[src/rtl/adc_acq_ctrl.sv]
// ---------------------------------------------------------------------------
// adc_acq_ctrl
//   Acquisition sequencer for the AD9265 capture path.
//   This block enables the ADC interface and discards samples while the
//   front end settles. It then forwards exactly acq_len samples, or streams
//   continuously when acq_len is 0, to a valid/ready output with a last
//   marker. It also reports done, timeout and overflow status to the host.
//
// Ports:
//   clk, rst          system clock, synchronous active-high reset
//   adc_init          ADC SPI configuration complete
//   acq_start         single-cycle start request (IDLE only)
//   acq_abort         single-cycle abort request (ARM/RUN only)
//   acq_len           samples per capture, 0 = continuous (latched on start)
//   acq_test          test-pattern mode (latched on start)
//   adc_start         capture enable to the ADC interface
//   adc_test          test-pattern select to the ADC interface
//   adc_data_in       sample from the ADC interface FIFO
//   adc_data_en_in    sample valid
//   m_data/m_valid/m_last/m_ready   output sample stream
//   busy              sequencer not idle
//   done              one-cycle pulse when returning to IDLE from STOP
//   err_timeout       sticky: no sample for TIMEOUT_CYCLES, or adc_init lost
//   err_overflow      sticky: a sample arrived while the output was stalled
//   sample_count      samples forwarded in the current/last capture
//   state_dbg         current sequencer state (IDLE=0 ARM=1 RUN=2 STOP=3)
//
// Output handshake: a beat transfers on a rising clk edge where
// m_valid & m_ready. m_data/m_last stay stable while m_valid is high and
// m_ready is low. A transfer in the same cycle frees the register for a new
// sample.
// ---------------------------------------------------------------------------
module adc_acq_ctrl #(
    parameter int CNT_W          = 24,
    parameter int SETTLE_CYCLES  = 64,
    parameter int TIMEOUT_CYCLES = 4096
) (
    input  logic             clk,
    input  logic             rst,
    input  logic             adc_init,
    input  logic             acq_start,
    input  logic             acq_abort,
    input  logic [CNT_W-1:0] acq_len,
    input  logic             acq_test,
    output logic             adc_start,
    output logic             adc_test,
    input  logic [15:0]      adc_data_in,
    input  logic             adc_data_en_in,
    output logic [15:0]      m_data,
    output logic             m_valid,
    output logic             m_last,
    input  logic             m_ready,
    output logic             busy,
    output logic             done,
    output logic             err_timeout,
    output logic             err_overflow,
    output logic [CNT_W-1:0] sample_count,
    output logic [1:0]       state_dbg
);

    localparam int SET_W = $clog2(SETTLE_CYCLES) + 1;
    localparam int IDL_W = $clog2(TIMEOUT_CYCLES) + 1;
    localparam logic [SET_W-1:0] SETTLE_LAST = SET_W'(SETTLE_CYCLES - 1);
    localparam logic [IDL_W-1:0] IDLE_LAST   = IDL_W'(TIMEOUT_CYCLES - 1);

    typedef enum logic [1:0] {
        ST_IDLE = 2'd0,
        ST_ARM  = 2'd1,
        ST_RUN  = 2'd2,
        ST_STOP = 2'd3
    } state_t;

    state_t             state;
    state_t             state_next;
    logic [SET_W-1:0]   settle_cnt;
    logic [IDL_W-1:0]   idle_cnt;
    logic [CNT_W-1:0]   len_q;

    logic accept;
    logic reg_free;
    logic take;
    logic overflow_ev;
    logic final_ev;
    logic abort_ev;
    logic init_lost;
    logic timeout_ev;
    logic settle_done;
    logic stop_exit;

    assign adc_start = (state == ST_ARM) || (state == ST_RUN);
    assign busy      = (state != ST_IDLE);
    assign state_dbg = state;

    // Next-state and event decode
    always_comb begin
        state_next  = state;
        accept      = 1'b0;
        take        = 1'b0;
        overflow_ev = 1'b0;
        final_ev    = 1'b0;
        abort_ev    = 1'b0;
        init_lost   = 1'b0;
        timeout_ev  = 1'b0;
        stop_exit   = 1'b0;
        reg_free    = !m_valid || m_ready;
        settle_done = (settle_cnt == SETTLE_LAST);

        case (state)
            ST_IDLE: begin
                accept = acq_start && adc_init && !acq_abort;
                if (accept) state_next = ST_ARM;
            end
            ST_ARM: begin
                init_lost = !adc_init;
                abort_ev  = acq_abort || init_lost;
                if (abort_ev)         state_next = ST_STOP;
                else if (settle_done) state_next = ST_RUN;
            end
            ST_RUN: begin
                init_lost   = !adc_init;
                abort_ev    = acq_abort || init_lost;
                take        = adc_data_en_in && reg_free;
                overflow_ev = adc_data_en_in && !reg_free;
                // The final sample is forwarded with m_last even if an abort
                // arrives in the same cycle.
                final_ev    = take && (len_q != '0) &&
                              (sample_count == len_q - CNT_W'(1));
                timeout_ev  = !adc_data_en_in && (idle_cnt == IDLE_LAST);
                if (final_ev || abort_ev || timeout_ev) state_next = ST_STOP;
            end
            ST_STOP: begin
                // Leave only after the settle window and once any pending beat
                // has been taken downstream.
                stop_exit = settle_done && !m_valid;
                if (stop_exit) state_next = ST_IDLE;
            end
            default: state_next = ST_IDLE;
        endcase
    end

    always_ff @(posedge clk) begin
        if (rst) state <= ST_IDLE;
        else     state <= state_next;
    end

    always_ff @(posedge clk) begin
        if (rst) begin
            settle_cnt   <= '0;
            idle_cnt     <= '0;
            len_q        <= '0;
            adc_test     <= 1'b0;
            m_data       <= '0;
            m_valid      <= 1'b0;
            m_last       <= 1'b0;
            done         <= 1'b0;
            err_timeout  <= 1'b0;
            err_overflow <= 1'b0;
            sample_count <= '0;
        end else begin
            done <= stop_exit;

            // Settle counter restarts on every state change, so it times
            // both the ARM window and the STOP window.
            if (state != state_next)  settle_cnt <= '0;
            else if (!settle_done)    settle_cnt <= settle_cnt + SET_W'(1);

            // Any sample, including an overflow drop, proves the ADC is alive.
            if ((state != ST_RUN) || adc_data_en_in) idle_cnt <= '0;
            else if (idle_cnt != IDLE_LAST)          idle_cnt <= idle_cnt + IDL_W'(1);

            if (accept) begin
                len_q        <= acq_len;
                adc_test     <= acq_test;
                sample_count <= '0;
                err_timeout  <= 1'b0;
                err_overflow <= 1'b0;
            end
            if (stop_exit) adc_test <= 1'b0;

            if (timeout_ev || init_lost) err_timeout  <= 1'b1;
            if (overflow_ev)             err_overflow <= 1'b1;

            if (take) begin
                m_data       <= adc_data_in;
                m_valid      <= 1'b1;
                m_last       <= final_ev;
                sample_count <= sample_count + CNT_W'(1);
            end else if (m_ready) begin
                m_valid <= 1'b0;
                m_last  <= 1'b0;
            end
        end
    end

endmodule

[config.mk]
export PLATFORM = sky130hd
export DESIGN_NAME = adc_acq_ctrl
export DESIGN_NICKNAME = d
export VERILOG_FILES = /design/src/rtl/adc_acq_ctrl.sv
export SDC_FILE = /design/constraint.sdc
export NUM_CORES = 1
export LEC_CHECK = 0
export CAP_MARGIN = 20
export CORE_ASPECT_RATIO = 1.25
export CORE_MARGIN = 3
export CORE_UTILIZATION = 47
export DETAILED_ROUTE_END_ITERATION = 6
export PLACE_DENSITY_LB_ADDON = 0.3
export SLEW_MARGIN = 20
export SYNTH_ARGS = -nofsm -noshare
export SYNTH_HDL_FRONTEND = slang
export SYNTH_SLANG_ARGS = --single-unit
[constraint.sdc]
create_clock -name clk -period 2.6 [get_ports clk]
set_input_delay 0.65 -clock clk [delete_from_list [all_inputs] [get_ports clk]]
set_output_delay 0.65 -clock clk [all_outputs]
set_load 0.02 [all_outputs]
Word level (Yosys, flattened, before mapping)
Index checks and enable logic that the tools add are counted.
{ "totals": {"ff_bits": 92, "inputBits": 48, "out_inout_bits": 50, "wordCells": 77} }
{ "op_classes": {"addsub": 4, "eq_ne": 9, "n_mux": 21, "reduce_logical": 31} }
{ "ops": {"columns": ["operator", "count"], "rows": [
  ["$mux 24", 2],
  ["$add 24x1->24 const B", 1],
  ["$eq 24x24->1", 1],
  ["$reduce_bool 24->1", 1],
  ["$sub 24x1->24 const B", 1],
  ["$add 13x1->13 const B", 1],
  ["$eq 13x12->1 const B", 1],
  ["$mux 1", 13],
  ["$ne 13x12->1 const B", 1],
  ["$mux 2", 5],
  ["$reduce_bool 2->1", 5],
  ["$logic_and 1x1->1", 8],
  ["$pmux 2 s4", 1],
  ["$reduce_or 2->1", 4],
  ["$add 7x1->7 const B", 1],
  ["$eq 7x6->1 const B", 1],
  ["$logic_or 1x1->1", 7],
  ["$logic_not 1->1", 5],
  ["$eq 2x2->1 const B", 2],
  ["$eq 2x1->1 const B", 1],
  ["$logic_not 2->1", 1],
  ["$ne 2x2->1", 1],
  ["$ne 2x2->1 const B", 1]
]} }

Depth between registers and ports, before layout
Gate-level depths: netlist (run 1).
{ "logic_depth": {"ltp_word": 11, "mapped_depth": 11, "mapped_depth_nobuf": 9} }

Least setup slack after synthesis (run 1)
OpenSTA, ideal clock, no wires.
{ "synth_path": {"kind": "register to register", "from": "reg len_q[0]", "to": "reg state[0] (netlist: state_dbg[0])", "setup_time_ns": 0.058, "arrival_ns": 2.507, "t_required_ns": 2.542, "slack_ns": 0.035, "stages_incl_launch_ff": 10, "path_buffers": 0, "period_less_slack_ns": 2.565, "cell_sequence": "dfxtp_1 -> inv_1 -> ha_1 -> or3b_1 -> nor4_2 -> xnor2_1 -> a311o_1 -> nor4_2 -> a31o_4 -> o221a_4"} }
{ "synth_via": {"elab_chain_cells": 7, "word_cells_on_any_way": 9, "classes_between": "add/sub (1); eq/ne (1); mux (2); reduce/logical (5)"} }
{ "synth_lines": {"columns": ["element", "line_no", "text"], "rows": [
  ["start: declaration", "77", "logic [CNT_W-1:0] len_q;"],
  ["start signal: assignment", "172", "len_q <= acq_len;"],
  ["$sub 24x1->24 / $reduce_bool 24->1 (equally long branches)", "127, 126", null],
  ["$eq 24x24->1 / $logic_and 1x1->1 (equally long branches)", "127, 126", null],
  ["$logic_and 1x1->1 *", "126", "final_ev = take && (len_q != '0) &&"],
  ["$logic_or 1x1->1 * (2 in series)", "129", "if (final_ev || abort_ev || timeout_ev) state_next = ST_STOP;"],
  ["$mux 2 *", "129", null],
  ["$pmux 2 s4 *", "108", "case (state)"],
  ["end signal: assignment", "143", "else state <= state_next;"],
  ["end: declaration", "73", "state_t state;"]
]} }
Every way passes the cells marked *; elsewhere a longest branch is shown, timed or not.
A chain may end at the register's enable or synchronous reset.

Worst setup path in the final report (run 1)
{ "layout_path": {"from": "reg len_q[4]", "to": "reg state[0] (netlist: state_dbg[0])"} }
The elaborated chain is that of the path after synthesis.

==> metrics.txt, run 1 <==
Initial Util=about half; Clk pin slew, worst setup/hold paths=about 0.070 ns; Fin. Hold Viols=0; FF+latch count, synth=slightly above 90; CTS max path bufs=2; Avg Vias per Cell=5.76; DR WL/cell=between 15 and 20 microns; Slew Viols, Final=0; Worst EP arrival=roughly 2.8 ns; critical path startpoint category=flip-flop; Setup-failing EPs final=0; H-Tree Depth=3; Rows=40; most common cell after layout, fill and taps aside=nand2_1; worst r2r src=len_q[4]; WP data required=2.88 ns; r2r setup slk=~0.077 ns; PnR worst setup slack=between 0.07 and 0.08 ns; crit end category=flip-flop; post-CTS setup buffer count=0; status=completed; area grow syn2layout=34.7%; Final period util=97.0%; antenna cells=0; DP HPWL=10.1 mm; Critical Path Fanout Max=8; CTS tree=built; syn_area_per_cell=7.89 sq um; pwr/cell area=654 mW/mm^2; IO buf count=97; pre-CTS setup slack=-0.468 ns; Layout Utilization=~66%; Crit Path Class=flip-flop to flip-flop; DRC violations left=0; most frequent cells in the layout=nand2_1, clkdlybuf4s50_1, dfxtp_1; hold endpoint=m_data[2]; relative max-transition margin=52.8%; number of synthesis warnings=0; GR peak layer=met2; Die Footprint=roughly 0.012 sq mm; met2 Use GR=approximately 43%; Reg2Reg Capture Point=state_dbg[0]; EDFF count, synth=0; number of global-route vias before repair=between 4k and 5k; GRT overflow=0; clock insertion delay at the later pin of the skew report=between 0.3 and 0.4 ns; final cell count without fillers=about 860; min-delay src=m_data[2]; Total GRT Usage=a little under a quarter; synthesized net count=roughly 670; Max VDD drop=about 0.45 mV; Yosys cell types=62; max frequency=396 MHz; placed insts=roughly 850; Worst Reg-to-Reg Cells=9; root buf cell=clkbuf_16; M1 GR Usage=roughly a quarter; antenna-violating nets left=0; chip height=120 microns; Cell Area, Synth=around 0.005 sq mm; Worst Hold Class=flip-flop to flip-flop; ys flop type=dfxtp_1; met3 Use GR=around 3.2%; clock skew=approximately 0.0044 ns; share of layout cells above drive strength 1=12.0%; DRT Pass-1 Iters=4; Inserted Clock Buffers=9; drt initial violations=between 200 and 300; Synth Instances=around 620; total vias in the final route=4969; first-pass GRT wire length=22.3 mm; Seq/Total Area, Yosys=37.9%; Die Wd=roughly 97 microns; antenna violations before repair=0; pin count of the biggest net entering global routing=70; hold path cells=2; clock sink count=between 90 and 100; leakage power=roughly 2.4 nW; Final Critical Period=between 2 and 3 ns; Ports=between 90 and 100; ys async rst share=0%; nets=around 800; worst slew pin tran=just over 0.7 ns; Routed WL=between 10 and 15 mm; MaxCap Viol Count=0; GPL Wtd Cong=approximately 0.97; core area=between 0.009 and 0.01 sq mm
==> cells by family after synthesis <==
family,after synthesis,share of synthesized area [%]
flip-flops,92,37.9
buffers and inverters,44,3.78
multiplexers,3,0.644
AND/OR/NAND/NOR,283,29.2
adder cells (fa/ha/maj),10,2.57
XOR/XNOR,42,7.57
AO/OA/AOI/OAI,142,18.4
==> stage by stage <==
step           TNS [ns]  hold slack, ns  total power, mW  cell area (sq um)
2_1_floorplan         0           0.427             2.39               4860
3_3_place_gp      -2.02           0.439             2.85               6140
3_5_place_dp      -3.65           0.448             2.89               6140
4_1_cts               0           0.458             4.22               6450
5_1_grt         -0.0430           0.480             4.48               6550
6_report              0           0.458             4.28               6550
==> synth_stat cells, types with 3 or more instances <==
cell / instances / area share (%)
a211oi_1: 4 / 0.62
a21o_1: 3 / 0.46
a21oi_1: 78 / 8.0
a311oi_1: 4 / 0.72
a31oi_1: 5 / 0.64
and2_1: 4 / 0.51
and3_1: 13 / 1.7
and4_1: 5 / 0.90
buf_1: 3 / 0.23
buf_2: 3 / 0.31
clkbuf_1: 25 / 1.9
dfxtp_1: 92 / 38
ha_1: 10 / 2.6
inv_1: 11 / 0.85
nand2_1: 116 / 9.0
nand2b_1: 5 / 0.64
nand3_1: 26 / 2.7
nand3b_1: 3 / 0.46
nand4_1: 12 / 1.5
nor2_1: 43 / 3.3
nor2b_1: 7 / 0.90
nor3_1: 14 / 1.4
nor4_1: 6 / 0.77
nor4_2: 4 / 1.0
o211ai_1: 12 / 1.9
o21ai_0: 9 / 0.93
or2_2: 4 / 0.51
or3_1: 7 / 0.90
or4_1: 3 / 0.46
xnor2_1: 26 / 4.7
xor2_1: 16 / 2.9
==> report_power, final <==
part	switching, mW	internal, mW	leakage (nW)
sequential	0.0775	1.50	0.744
clock	0.546	0.775	0.150
combinational	0.734	0.652	1.47
total	1.36	2.92	2.36
==> per-layer routing <==
layer | wire, microns | vias to the layer above | part of all wire (%)
met3 | 602 | 24 | 4.4
met5 | 0 | - | 0
met1 | 5580 | 2384 | 41
met2 | 7260 | 138 | 53
li1 | - | 2423 | -
met4 | 251 | 0 | 1.8
==> registers in the layout, summed over array words and instances, names as in the netlist <==
register / flops
err_overflow: 1
len_q: 24
sample_count: 24
idle_cnt: 13
adc_test: 1
m_last: 1
settle_cnt: 7
err_timeout: 1
m_valid: 1
m_data: 16
done: 1
state_dbg: 2
==> final cells by class <==
class / count / area [sq um]
fill: 833 / 3310
multi-input combinational: 480 / 2930
sequential: 92 / 1840
timing repair buffer: 137 / 1270
clock buffer: 11 / 243
tap: 126 / 158
clock inverter: 5 / 57.6
inverter: 11 / 41.3
==> worst max-delay path by stage <==
stage               startpoint             to  slack (ns)  cells past startpoint
CTS                   len_q[1]   state_dbg[0]        0.02                      9
finish                len_q[4]   state_dbg[0]        0.08                      9
global route          len_q[1]  settle_cnt[0]       -0.02                     11
floorplan             len_q[0]   state_dbg[0]        0.03                      9
global placement      adc_init  settle_cnt[2]       -0.26                      8
detailed placement    adc_init  settle_cnt[2]       -0.47                      8
==> worst max-delay path: stages (launching register included) <==
cell,delay (ns)
dfxtp_1,0.32
or4_4,0.56
buf_6,0.16
nor2_4,0.13
buf_4,0.13
a21oi_2,0.05
a311o_1,0.36
nor4_4,0.31
a31o_4,0.26
o221a_4,0.18
==> timing repair <==
action | CTS | global route
gates resized for setup | 2 | 20
pin swaps | 2 | 6
endpoints found under the setup margin | 9 | 14
hold buffers | 0 | 0
No activity file was read; power rests on OpenSTA's default activity.
==> run 2: changes to the inputs <==
SKIP_CTS_REPAIR_TIMING = 1   (was not set)
==> metrics.txt, run 2 (synthesis results as in run 1) <==
CTS tree=built; status=completed; area occupied by multi-input gates=0.00296 sq mm (+1.0%); Total GRT Usage=22.7% (-0.086 points); number of global-route vias before repair=4788 (-0.083%); clock sink count=92 (unchanged); fill count=824 (-1.1%); antenna violations before repair=0 (unchanged); overall power=4.31 mW (+0.76%); DR WL/cell=15.9 microns (+0.32%); total vias in the final route=4967 (-0.040%); Critical Path Fanout Max=8 (unchanged); share of layout cells above drive strength 1=12.3% (+0.39 points); Max VDD drop=0.435 mV (-2.5%); Seq. cell area=0.00184 sq mm (unchanged); Crit path depth=10 (+1); final cell count without fillers=863 (+0.12%); relative max-transition margin=52.7% (-0.16 points); GPL Wtd Cong=0.969 (unchanged); H-Tree Depth=3 (unchanged); largest registers=len_q: 24 flops, sample_count: 24 flops, m_data: 16 flops; Clk pin slew, worst setup/hold paths=0.07 ns (about the same); nets=790 (+0.13%); hold endpoint=m_data[2]; most common cell after layout, fill and taps aside=nand2_1; Slowest-stage cell, CP=or4_4; Avg Vias per Cell=5.76 (-0.16%); Routed WL=13.8 mm (+0.44%); GRT overflow=0 (unchanged); Slew Viols, Final=0 (unchanged); area grow syn2layout=35.4%; Die Footprint=0.0116 sq mm (unchanged); CP delay by family, top=simple AND/OR/NAND/NOR gates; Worst EP arrival=2.75 ns (-0.06 ns); Final Critical Period=2.52 ns (-0.00101 ns); critical path startpoint category=flip-flop; first-pass GRT wire length=22.2 mm (-0.37%); min-delay src=m_data[2]; antenna cells=0 (unchanged); RSZ-0062 raised after global routing=true; CTS max path bufs=2 (unchanged); Rows=40 (unchanged); CP bufs+invs=3 (+1); Crit Path Class=flip-flop to flip-flop; Inserted Clock Buffers=9 (unchanged); worst r2r src=len_q[4]; placed insts=846 (unchanged); Largest stage delay, worst path=0.56 ns (about the same); max frequency=397 MHz (about the same); Initial Util=49.3% (unchanged); WP data required=2.83 ns (-0.05 ns); core area=0.00986 sq mm (unchanged); critical path cell sequence=or4_4 -> buf_4 -> nor2_4 -> buf_4 -> nand4_1 -> xnor2_2 -> nor4b_2 -> buf_4 -> a31o_4 -> o221a_4; antenna-violating nets left=0 (unchanged); DRC violations left=0 (unchanged); cell mode on critical path=buf_4; leakage power=2.38 nW (+0.68%); crit end category=flip-flop; Die Wd=97.0 microns (unchanged); pin count of the biggest net entering global routing=70 (unchanged); Worst Hold Class=flip-flop to flip-flop; Worst Reg-to-Reg Cells=10 (+1); DRT Pass-1 Iters=5 (+1); chip height=120 microns (unchanged); Setup-failing EPs final=0 (unchanged); DP HPWL=10.1 mm (unchanged); drt initial violations=254 (-6.6%); root buf cell=clkbuf_16; clock insertion delay at the later pin of the skew report=0.34 ns (about the same); pwr/cell area=656 mW/mm^2 (+0.24%); Reg2Reg Capture Point=state_dbg[0]; Ports=98 (unchanged); MaxCap Viol Count=0 (unchanged); worst slew pin tran=0.710 ns (+0.00247 ns); Final period util=97.0% (about the same); IO buf count=97 (unchanged); r2r setup slk=0.08 ns (about the same); Fin. Hold Viols=0 (unchanged); most frequent cells in the layout=nand2_1, clkdlybuf4s50_1, dfxtp_1; hold path cells=2 (unchanged); clock skew=0.00513 ns (+0.000685 ns)
## run 2: cell type report
| type | instances | area share, % |
|---|---|---|
| multi-input combinational | 480 | 45.0 |
| sequential | 92 | 28.0 |
| timing repair buffer | 138 | 19.4 |
| clock buffer | 11 | 3.69 |
| tap | 126 | 2.40 |
| clock inverter | 5 | 0.875 |
| inverter | 11 | 0.627 |
## run 2: metrics by stage
step | hold slack, ns | instance area (sq um) | utilization, % | setup TNS, ns | worst slack (ns)
finish | 0.458 | 6580 | 66.7 | 0 | 0.0782
global route | 0.480 | 6580 | 66.7 | -0.0594 | -0.0188
CTS | 0.458 | 6440 | 65.4 | -0.730 | -0.140
detailed placement | 0.448 | 6140 | 62.3 | -3.65 | -0.468
global placement | 0.439 | 6140 | 62.3 | -2.02 | -0.264
floorplan | 0.427 | 4860 | - | 0 | 0.0346
## run 2: per-layer routing
| layer | track usage [%] | share of wire [%] |
|---|---|---|
| met1 | 25.8 | 41 |
| met2 | 42.7 | 53 |
| met3 | 3.26 | 4.2 |
| met4 | 8.43 | 2.0 |
| met5 | 0 | 0 |
## run 2: worst max path at each step
stage          slack, ns             to  startpoint
2_1_floorplan       0.03   state_dbg[0]    len_q[0]
3_3_place_gp       -0.26  settle_cnt[2]    adc_init
3_5_place_dp       -0.47  settle_cnt[2]    adc_init
4_1_cts            -0.14  settle_cnt[2]    adc_init
5_1_grt            -0.02  settle_cnt[0]    len_q[0]
6_report            0.08   state_dbg[0]    len_q[4]
## run 2: power breakdown
| part | leakage, nW | total, mW | switching (mW) | internal [mW] |
|---|---|---|---|---|
| Clock | 0.150 | 1.32 | 0.548 | 0.775 |
| Sequential | 0.744 | 1.58 | 0.0798 | 1.50 |
| Combinational | 1.49 | 1.42 | 0.745 | 0.670 |
| Total | 2.38 | 4.31 | 1.37 | 2.94 |
## run 2: worst register-to-register path: stages (launching register included)
cell,delay [ns]
dfxtp_1,0.32
or4_4,0.56
buf_4,0.19
nor2_4,0.14
buf_4,0.13
nand4_1,0.15
xnor2_2,0.24
nor4b_2,0.07
buf_4,0.14
a31o_4,0.25
o221a_4,0.22
==> run 3: changes to the inputs <==
--- a/config.mk
+++ b/config.mk
@@ -12,3 +12,3 @@
 export DETAILED_ROUTE_END_ITERATION = 6
-export PLACE_DENSITY_LB_ADDON = 0.3
+export PLACE_DENSITY = 0.75
 export SKIP_CTS_REPAIR_TIMING = 1
==> constraint.sdc (replaced) <==
create_clock -name clk -period 2.6 [get_ports clk]
set_input_delay 0.26 -clock clk [delete_from_list [all_inputs] [get_ports clk]]
set_output_delay 0.26 -clock clk [all_outputs]
set_load 0.02 [all_outputs]
==> metrics.txt, run 3 (synthesis results as in run 1) <==
status=finished, violations left; failing checks=design-rule violations; Max VDD drop=0.336 mV (-23%); met2 Use GR=41.7% (-0.99 points); chip height=120 microns (unchanged); Die Footprint=0.0116 sq mm (unchanged); IO buf count=97 (unchanged); setup TNS=0 ns (unchanged); GR peak layer=met2; r2r setup slk=0.14 ns (+0.06 ns); Clk pin slew, worst setup/hold paths=0.06 ns (about the same); root buf cell=clkbuf_16; antenna violations before repair=0 (unchanged); GPL Wtd Cong=0.908 (-6.3%); area grow syn2layout=33.3%; pwr/cell area=647 mW/mm^2 (-1.3%); drt initial violations=186 (-27%); total vias in the final route=4853 (-2.3%); Crit Path Class=flip-flop to flip-flop; Worst EP arrival=2.76 ns (about the same); crit end category=flip-flop; Placed Instance Area=0.00606 sq mm (-1.3%); CTS tree=built; pin count of the biggest net entering global routing=70 (unchanged); leakage power=2.29 nW (-3.8%); clock sink count=92 (unchanged); largest registers=len_q: 24 flops, sample_count: 24 flops, m_data: 16 flops; share of layout cells above drive strength 1=11.1% (-1.2 points); Final period util=94.8% (-2.2 points); max frequency=406 MHz (+2.4%); core area=0.00986 sq mm (unchanged); first-pass GRT wire length=22.4 mm (+0.81%); GRT overflow=0 (unchanged); critical path startpoint category=flip-flop; CTS max path bufs=2 (unchanged); Routed WL=13.7 mm (-0.21%); Final Critical Period=2.46 ns (-0.0581 ns); Fin. Hold Viols=0 (unchanged); Total GRT Usage=23.1% (+0.40 points); clock skew=0.00543 ns (+0.000298 ns); Die Wd=97.0 microns (unchanged); antenna cells=0 (unchanged); Worst Hold Class=primary input to flip-flop; final instance area=0.00648 sq mm (-1.6%); Avg Vias per Cell=5.68 (-1.3%); WP data required=2.89 ns (+0.06 ns); number of global-route vias before repair=4632 (-3.3%); most common cell after layout, fill and taps aside=nand2_1; H-Tree Depth=3 (unchanged); clock insertion delay at the later pin of the skew report=0.34 ns (about the same); most frequent cells in the layout=nand2_1, clkdlybuf4s50_1, dfxtp_1; nets=781 (-1.1%); antenna-violating nets left=0 (unchanged); MaxCap Viol Count=0 (unchanged); DRT Pass-1 Iters=7 (+2); Initial Util=49.3% (unchanged); worst slew pin tran=0.747 ns (+0.0368 ns); Inserted Clock Buffers=9 (unchanged); Critical Path Fanout Max=8 (unchanged); fill count=836 (+1.5%); DRC violations left=2 (+2); DR WL/cell=16.1 microns (+0.84%); DP HPWL=10.0 mm (-0.28%); relative max-transition margin=50.2% (-2.5 points); met3 Use GR=3.90% (+0.64 points); Ports=98 (unchanged); Setup-failing EPs final=0 (unchanged); Rows=40 (unchanged); M1 GR Usage=27.6% (+1.8 points); Slew Viols, Final=0 (unchanged)
-- run 3: changes by cell type in the layout (fill, tap and decap cells not counted), moves of 2 or more --
cell        previous run  this run
clkinvlp_4             0         2
nor4_4                 6         4
clkinv_2               2         0
buf_4                 41        32
-- run 3: worst max-delay path, cell delays in order (launching register included) --
cell	delay, ns
dfxtp_2	0.35
or4_4	0.59
nor4_4	0.27
buf_4	0.17
and3_1	0.17
o2111ai_2	0.15
nor4_4	0.28
a31o_4	0.25
o221a_4	0.17
-- run 3: final timing paths --
kind,start,end,cells after the start
worst max-delay path,len_q[6],state_dbg[0],8
worst min-delay path,rst,state_dbg[0],3
worst max register to register,len_q[6],state_dbg[0],8
worst min register to register,m_data[9],m_data[9],2
-- run 3: layer usage --
layer | up-vias | wire length, microns
li1 | 2400 | -
met1 | 2307 | 5770
met2 | 126 | 7170
met3 | 20 | 555
met4 | 0 | 231
met5 | - | 0
-- run 3: stage by stage --
step	total power, mW	setup slack, ns	utilization, %	std cells	hold WS, ns
finish	4.19	0.136	65.7	854	0.298
global route	4.40	-0.0306	65.7	854	0.323
CTS	4.10	-0.0711	64.4	851	0.282
detailed placement	2.84	-0.0470	61.5	835	0.446
global placement	2.82	0.0687	61.5	835	0.442
floorplan	2.39	0.0346	-	616	0.396
-- run 3: power by group --
part           internal [mW]  switching (mW)
registers               1.50          0.0784
logic                  0.639           0.719
clock network          0.705           0.552
total                   2.84            1.35
-- run 3: cell type report --
class / count / area (sq um) / area share, %
Multi-Input combinational cell: 480 / 2940 / 45.4
Sequential cell: 92 / 1840 / 28.5
Timing Repair Buffer: 129 / 1210 / 18.6
Clock buffer: 12 / 256 / 3.96
Tap cell: 126 / 158 / 2.43
Inverter: 11 / 41.3 / 0.637
Clock inverter: 4 / 32.5 / 0.502
